--- config.mk ---
export PLATFORM = sky130hd
export DESIGN_NAME = pc_sequencer
export DESIGN_NICKNAME = d
export VERILOG_FILES = /design/src/rtl/pc_sequencer.sv
export SDC_FILE = /design/constraint.sdc
export NUM_CORES = 1
export LEC_CHECK = 0
export BUFFER_PORTS_ARGS = -buffer_cell sky130_fd_sc_hd__buf_4
export CELL_PAD_IN_SITES_DETAIL_PLACEMENT = 1
export CELL_PAD_IN_SITES_GLOBAL_PLACEMENT = 2
export CORE_MARGIN = 2
export CORE_UTILIZATION = 34
export DETAILED_ROUTE_END_ITERATION = 8
export PLACE_DENSITY = 0.95
export RECOVER_POWER = 50
export SETUP_SLACK_MARGIN = 0.3
export SYNTH_ARGS = -nofsm -noshare
export SYNTH_HDL_FRONTEND = slang
export SYNTH_SLANG_ARGS = --single-unit
--- constraint.sdc ---
create_clock -name CLK -period 11.6 [get_ports CLK]
set_input_delay 2.32 -clock CLK [delete_from_list [all_inputs] [get_ports CLK]]
set_output_delay 2.32 -clock CLK [all_outputs]
set_load 0.05 [all_outputs]
--- src/rtl/pc_sequencer.sv ---
// Next-PC sequencer for the single-cycle core: boot hold, redirect priority,
// traps, stall-time pending redirect and debug halt. PCin is purely combinational.
module pc_sequencer #(
  parameter logic [31:0] RESET_VECTOR = 32'h0000_0000,
  parameter logic [31:0] TRAP_VECTOR  = 32'h0000_0100,
  parameter int          BOOT_CYCLES  = 4
) (
  input  logic        CLK,
  input  logic        reset,
  input  logic [31:0] PCAddress,
  input  logic        branch_taken,
  input  logic [31:0] branch_target,
  input  logic        jal,
  input  logic [31:0] jal_target,
  input  logic        jalr,
  input  logic [31:0] jalr_target,
  input  logic        mret,
  input  logic        ecall,
  input  logic        ebreak,
  input  logic        resume,
  input  logic        stall,
  output logic [31:0] PCin,
  output logic [31:0] epc,
  output logic [3:0]  mcause,
  output logic        halted,
  output logic        redirect
);
  localparam int CW = (BOOT_CYCLES < 2) ? 1 : $clog2(BOOT_CYCLES + 1);

  typedef enum logic [1:0] {BOOT, RUN, STALL, HALT} state_t;
  state_t state, state_nx;

  logic [CW-1:0] boot_cnt;
  logic          pend_vld, pend_mis;
  logic [31:0]   pend_tgt;
  logic [31:0]   seq_pc, redir_tgt, run_pc;
  logic          redir_req, redir_mis, run_trap, run_halt;
  logic [3:0]    run_cause, trap_cause;
  logic          trap_en, pend_load, release_stall;

  assign seq_pc        = PCAddress + 32'd4;
  assign release_stall = (state == STALL) && !stall;
  // Only the first redirect seen while stalled is kept.
  assign pend_load     = stall && redir_req &&
                         ((state == RUN) || ((state == STALL) && !pend_vld));

  // Redirect target selection (mret > jalr > jal > branch) with alignment check.
  always_comb begin
    redir_req = mret | jalr | jal | branch_taken;
    redir_tgt = seq_pc;
    if (mret)              redir_tgt = epc;
    else if (jalr)         redir_tgt = jalr_target & ~32'h1;
    else if (jal)          redir_tgt = jal_target;
    else if (branch_taken) redir_tgt = branch_target;
    redir_mis = redir_req && (redir_tgt[1:0] != 2'b00);
  end

  // Unstalled RUN decision, shared by RUN and a STALL release with nothing pending.
  always_comb begin
    run_pc    = seq_pc;
    run_trap  = 1'b0;
    run_cause = 4'd0;
    run_halt  = 1'b0;
    if (ecall) begin
      run_pc    = TRAP_VECTOR;
      run_trap  = 1'b1;
      run_cause = 4'd11;
    end else if (ebreak) begin
      run_pc   = PCAddress;
      run_halt = 1'b1;
    end else if (redir_mis) begin
      run_pc   = TRAP_VECTOR;
      run_trap = 1'b1;
    end else if (redir_req) begin
      run_pc = redir_tgt;
    end
  end

  always_ff @(posedge CLK or posedge reset) begin
    if (reset) begin
      state    <= BOOT;
      boot_cnt <= CW'(BOOT_CYCLES);
      epc      <= 32'd0;
      mcause   <= 4'd0;
      pend_vld <= 1'b0;
      pend_mis <= 1'b0;
      pend_tgt <= 32'd0;
    end else begin
      state <= state_nx;
      if (state == BOOT && boot_cnt != '0) boot_cnt <= boot_cnt - 1'b1;
      if (trap_en) begin
        epc    <= PCAddress;
        mcause <= trap_cause;
      end
      if (release_stall) begin
        pend_vld <= 1'b0;
        pend_mis <= 1'b0;
      end else if (pend_load) begin
        pend_vld <= 1'b1;
        pend_mis <= redir_mis;
        pend_tgt <= redir_mis ? TRAP_VECTOR : redir_tgt;
      end
    end
  end

  always_comb begin
    state_nx = state;
    case (state)
      BOOT:  if (boot_cnt <= CW'(1)) state_nx = RUN;
      RUN:   if (stall) state_nx = STALL;
             else if (run_halt) state_nx = HALT;
      STALL: if (!stall) state_nx = (!pend_vld && run_halt) ? HALT : RUN;
      HALT:  if (resume) state_nx = RUN;
      default: state_nx = BOOT;
    endcase
  end

  always_comb begin
    PCin       = PCAddress;
    trap_en    = 1'b0;
    trap_cause = run_cause;
    case (state)
      BOOT: PCin = RESET_VECTOR;
      RUN: if (!stall) begin
        PCin    = run_pc;
        trap_en = run_trap;
      end
      STALL: if (!stall) begin
        if (pend_vld) begin
          PCin       = pend_tgt;
          trap_en    = pend_mis;
          trap_cause = 4'd0;
        end else begin
          PCin    = run_pc;
          trap_en = run_trap;
        end
      end
      HALT: if (resume) PCin = seq_pc;
      default: PCin = RESET_VECTOR;
    endcase
  end

  assign halted   = (state == HALT);
  assign redirect = (state == RUN) && (PCin != seq_pc);
endmodule
==> results by group <==
Drt
  – Vias/cell: ~7
  – Total Wirelength: 60.0 mm
  – Post-detailed-route count of antenna-violating nets: 0
  – DRT Pass-1 Iters: 5
  – DR DRC count: 0
  – Routed wire per std cell: 32.7 µm
  – Vias: 12.8k
  – Iteration-0 DRC Markers: ~1.8k

Critical path
  – Crit start category: input port
  – R2r endpoint: epc[20]
  – Most common cell on crit path: buf_4
  – Reg2reg start: state[0]
  – Cell Chain, Critical Path: buf_4 > inv_1 > o31ai_1 > o21a_1 > nand2_1 > a2111oi_0 > o21ai_0 > a21oi_1 > nand4_1 > or4_1 > o41a_1 > buf_4
  – Worst r2r path cells: 8
  – Crit path DAT: roughly 7.5 ns
  – Kind of critical path: input port to output port
  – Worst R2R Setup Slack: 7.69 ns
  – Max incr delay on CP: around 0.76 ns
  – Critical path capture point type: output port
  – CP Max Fanout: 44
  – CP max-delay cell: a2111oi_0
  – Critical path data required time: between 9 and 10 ns

Placed design
  – Placed wire-length estimate: 45.1 mm
  – Post-place setup slack: 1.98 ns
  – Buffers on Ports: 205
  – Cell Area, Placed: around 0.011 mm²
  – Placed cells: 1818
  – GP Congestion: 1.10

Floorplanning
  – Initial core utilization: 0.346
  – Die H: 172 µm
  – Rows: 61
  – Die area: 0.0297 mm²
  – IO Pins: 208
  – Core area: 0.0279 mm²
  – Die width: 172 µm

Hold path
  – Hold endpoint: pend_tgt[30]
  – Hold path startpoint: pend_tgt[30]
  – Worst hold path class: register to register
  – WHS Path Cells: 2

STA
  – # setup viols final: 0
  – Worst Clk Skew: 0.00875 ns
  – Slew headroom: -1.14
  – Slew at the pin with the worst max-slew slack: 3.21 ns
  – Min Hold Slack: a little under 0.5 ns
  – Worst setup margin: 1.80 ns
  – Final hold viol count: 0
  – Crit share post-route: 0.844
  – Setup TNS: 0 ns
  – RSZ-0062 raised after global routing: no
  – Final Max Tran Viols: 51
  – Fmax: around 100 MHz
  – Tmin final: 9.80 ns

Cells and area
  – Non-filler cells, final: 1835
  – Final Cell Area: between 0.01 and 0.015 mm²
  – Layout Nets: 1597
  – Post-layout util: 0.412
  – Number of fill cells in the layout: around 3.5k
  – Area Growth Syn to Fin: 19.0%
  – Share of cells above drive strength 1: 0.193

Synthesis
  – Synth Area per Inst: 7.19 µm²
  – Async S/R FF share, synth: 1.00
  – Yosys cell types: 97
  – EDFF count, synth: 0
  – Syn Nets: 1487
  – Cell count after synthesis: ~1.3k
  – FF+latch count, synth: 72
  – Top_reg_cell synth: dfrtp_1
  – Seq/Total Area, Yosys: 0.187
  – Mapped cell area: about 0.0096 mm²
  – Synth warnings: 0

Global routing
  – Largest net degree at the start of global routing: 53
  – Grt ovf: 0
  – Number of global-route vias before repair: 12.2k
  – Gr usage total: 0.402
  – First-pass GRT wire length: 85.6 mm
  – Initial antenna violation count: 2

Clocking
  – Clk sinks: between 70 and 80
  – Clk_lat worst skew: 0.37 ns
  – Clk Tree Root Cell: clkbuf_16
  – Post-CTS Hold Buffers: 0
  – Post-CTS Setup Inserts: 0
  – Inserted Clock Buffers: 9
  – Clock Path Buffers: 2
  – CTS H-tree lvls: 3
  – # resized after CTS: 0
  – CTS tree: done
  – Clock slew at reported path FFs: ~0.06 ns

Status
  – Status: finished with violations
  – Violated checks: capacitance limit, slew limit

Pwr
  – PwrDens: between 200 and 250 mW/mm²
  – Lkg Pwr: 4.43 nW
  – Peak VDD IR: 0.144 mV
  – Power Total: 2.51 mW

Job
  – Max_cap viols: 1
-- final cells by class --
cell class | instances | area [µm²] | share of cell area
multi-input combinational | 1108 | 7180 | 0.625
sequential | 72 | 1800 | 0.157
timing repair buffer | 228 | 1580 | 0.138
tap | 378 | 473 | 0.0412
clock buffer | 12 | 267 | 0.0232
inverter | 32 | 120 | 0.0105
clock inverter | 4 | 51.3 | 0.00447
antenna | 1 | 2.50 | 0.000218
-- power breakdown --
group          leakage (nW)  switching [mW]  internal (mW)
sequential            0.905          0.0980          0.365
clock                 0.155           0.132          0.185
combinational          3.37            1.25          0.479
-- cell usage after synthesis, types with 17 or more instances --
cell | instances | share of area
o22ai_1 | 23 | 0.015
buf_2 | 25 | 0.013
o211ai_1 | 22 | 0.017
a31oi_1 | 34 | 0.022
o21ai_0 | 102 | 0.053
a21oi_1 | 81 | 0.042
nand3_1 | 44 | 0.023
nand4_1 | 35 | 0.023
nand2_1 | 147 | 0.057
mux2_2 | 25 | 0.029
nor3_1 | 49 | 0.025
inv_1 | 30 | 0.012
clkbuf_1 | 83 | 0.032
and3_1 | 20 | 0.013
xnor2_1 | 29 | 0.026
nand2b_1 | 35 | 0.023
nor2_1 | 90 | 0.035
dfrtp_1 | 71 | 0.18
a22oi_1 | 17 | 0.013
-- layout by cell type, fill, tap and decap left out, types with 10 or more instances in the layout --
master / n
o21ai_0: 101
nor4_1: 10
a32o_1: 10
o22ai_1: 23
nor2_1: 89
nand3_1: 43
a211oi_1: 13
nand2b_1: 35
a31oi_1: 34
o31ai_1: 16
and2_1: 11
a21o_1: 10
a22o_1: 14
o21a_1: 12
inv_1: 30
or4_1: 13
buf_4: 192
nand2_1: 146
mux2_2: 25
xor2_1: 16
nor3_1: 49
nor2b_1: 11
dfrtp_1: 71
nand4_1: 35
o221ai_1: 12
or3_1: 12
o211ai_1: 22
xnor2_1: 29
clkbuf_1: 35
a22oi_1: 17
and3_1: 20
a221oi_1: 15
a21oi_1: 81
-- cell families (layout without fill, tap and decap cells) --
kind of cell	count (synthesis)	after routing	synth area share
other cells	1	2	0.000389
buf+inv	161	276	0.0698
flops	72	72	0.187
simple gates	533	533	0.301
fa+ha+maj	8	8	0.0104
xor+xnor	47	47	0.0443
mux	31	31	0.0354
compound gates	488	488	0.352
-- worst max-delay path, delay by kind of cell --
| kind | cells | cell delay [ns] |
|---|---|---|
| AOI/OAI and AO/OA | 6 | 2.93 |
| buffers and inverters | 3 | 1.02 |
| and+or+nand+nor | 3 | 1.18 |
-- worst max-delay path by stage --
stage                to          from  cells after the start
3_5_place_dp   redirect           jal                     12
3_3_place_gp   redirect  PCAddress[2]                     13
6_report       redirect           jal                     12
4_1_cts        redirect           jal                     12
2_1_floorplan  redirect  branch_taken                     12
5_1_grt        redirect           jal                     12
-- state kept, by name, summed over array words and instances, names as in the netlist --
signal	cells
mcause	1
state	2
boot_cnt	3
pend_mis	1
pend_tgt	32
pend_vld	1
epc	32
-- routing by layer --
layer,track usage,routed length [µm],vias to the layer above
li1,-,-,5343
met1,0.551,24500,6315
met2,0.583,25200,961
met3,0.108,7470,147
met4,0.188,2800,0
met5,0,0,-
Note: power is estimated with default switching activity, not from simulation.
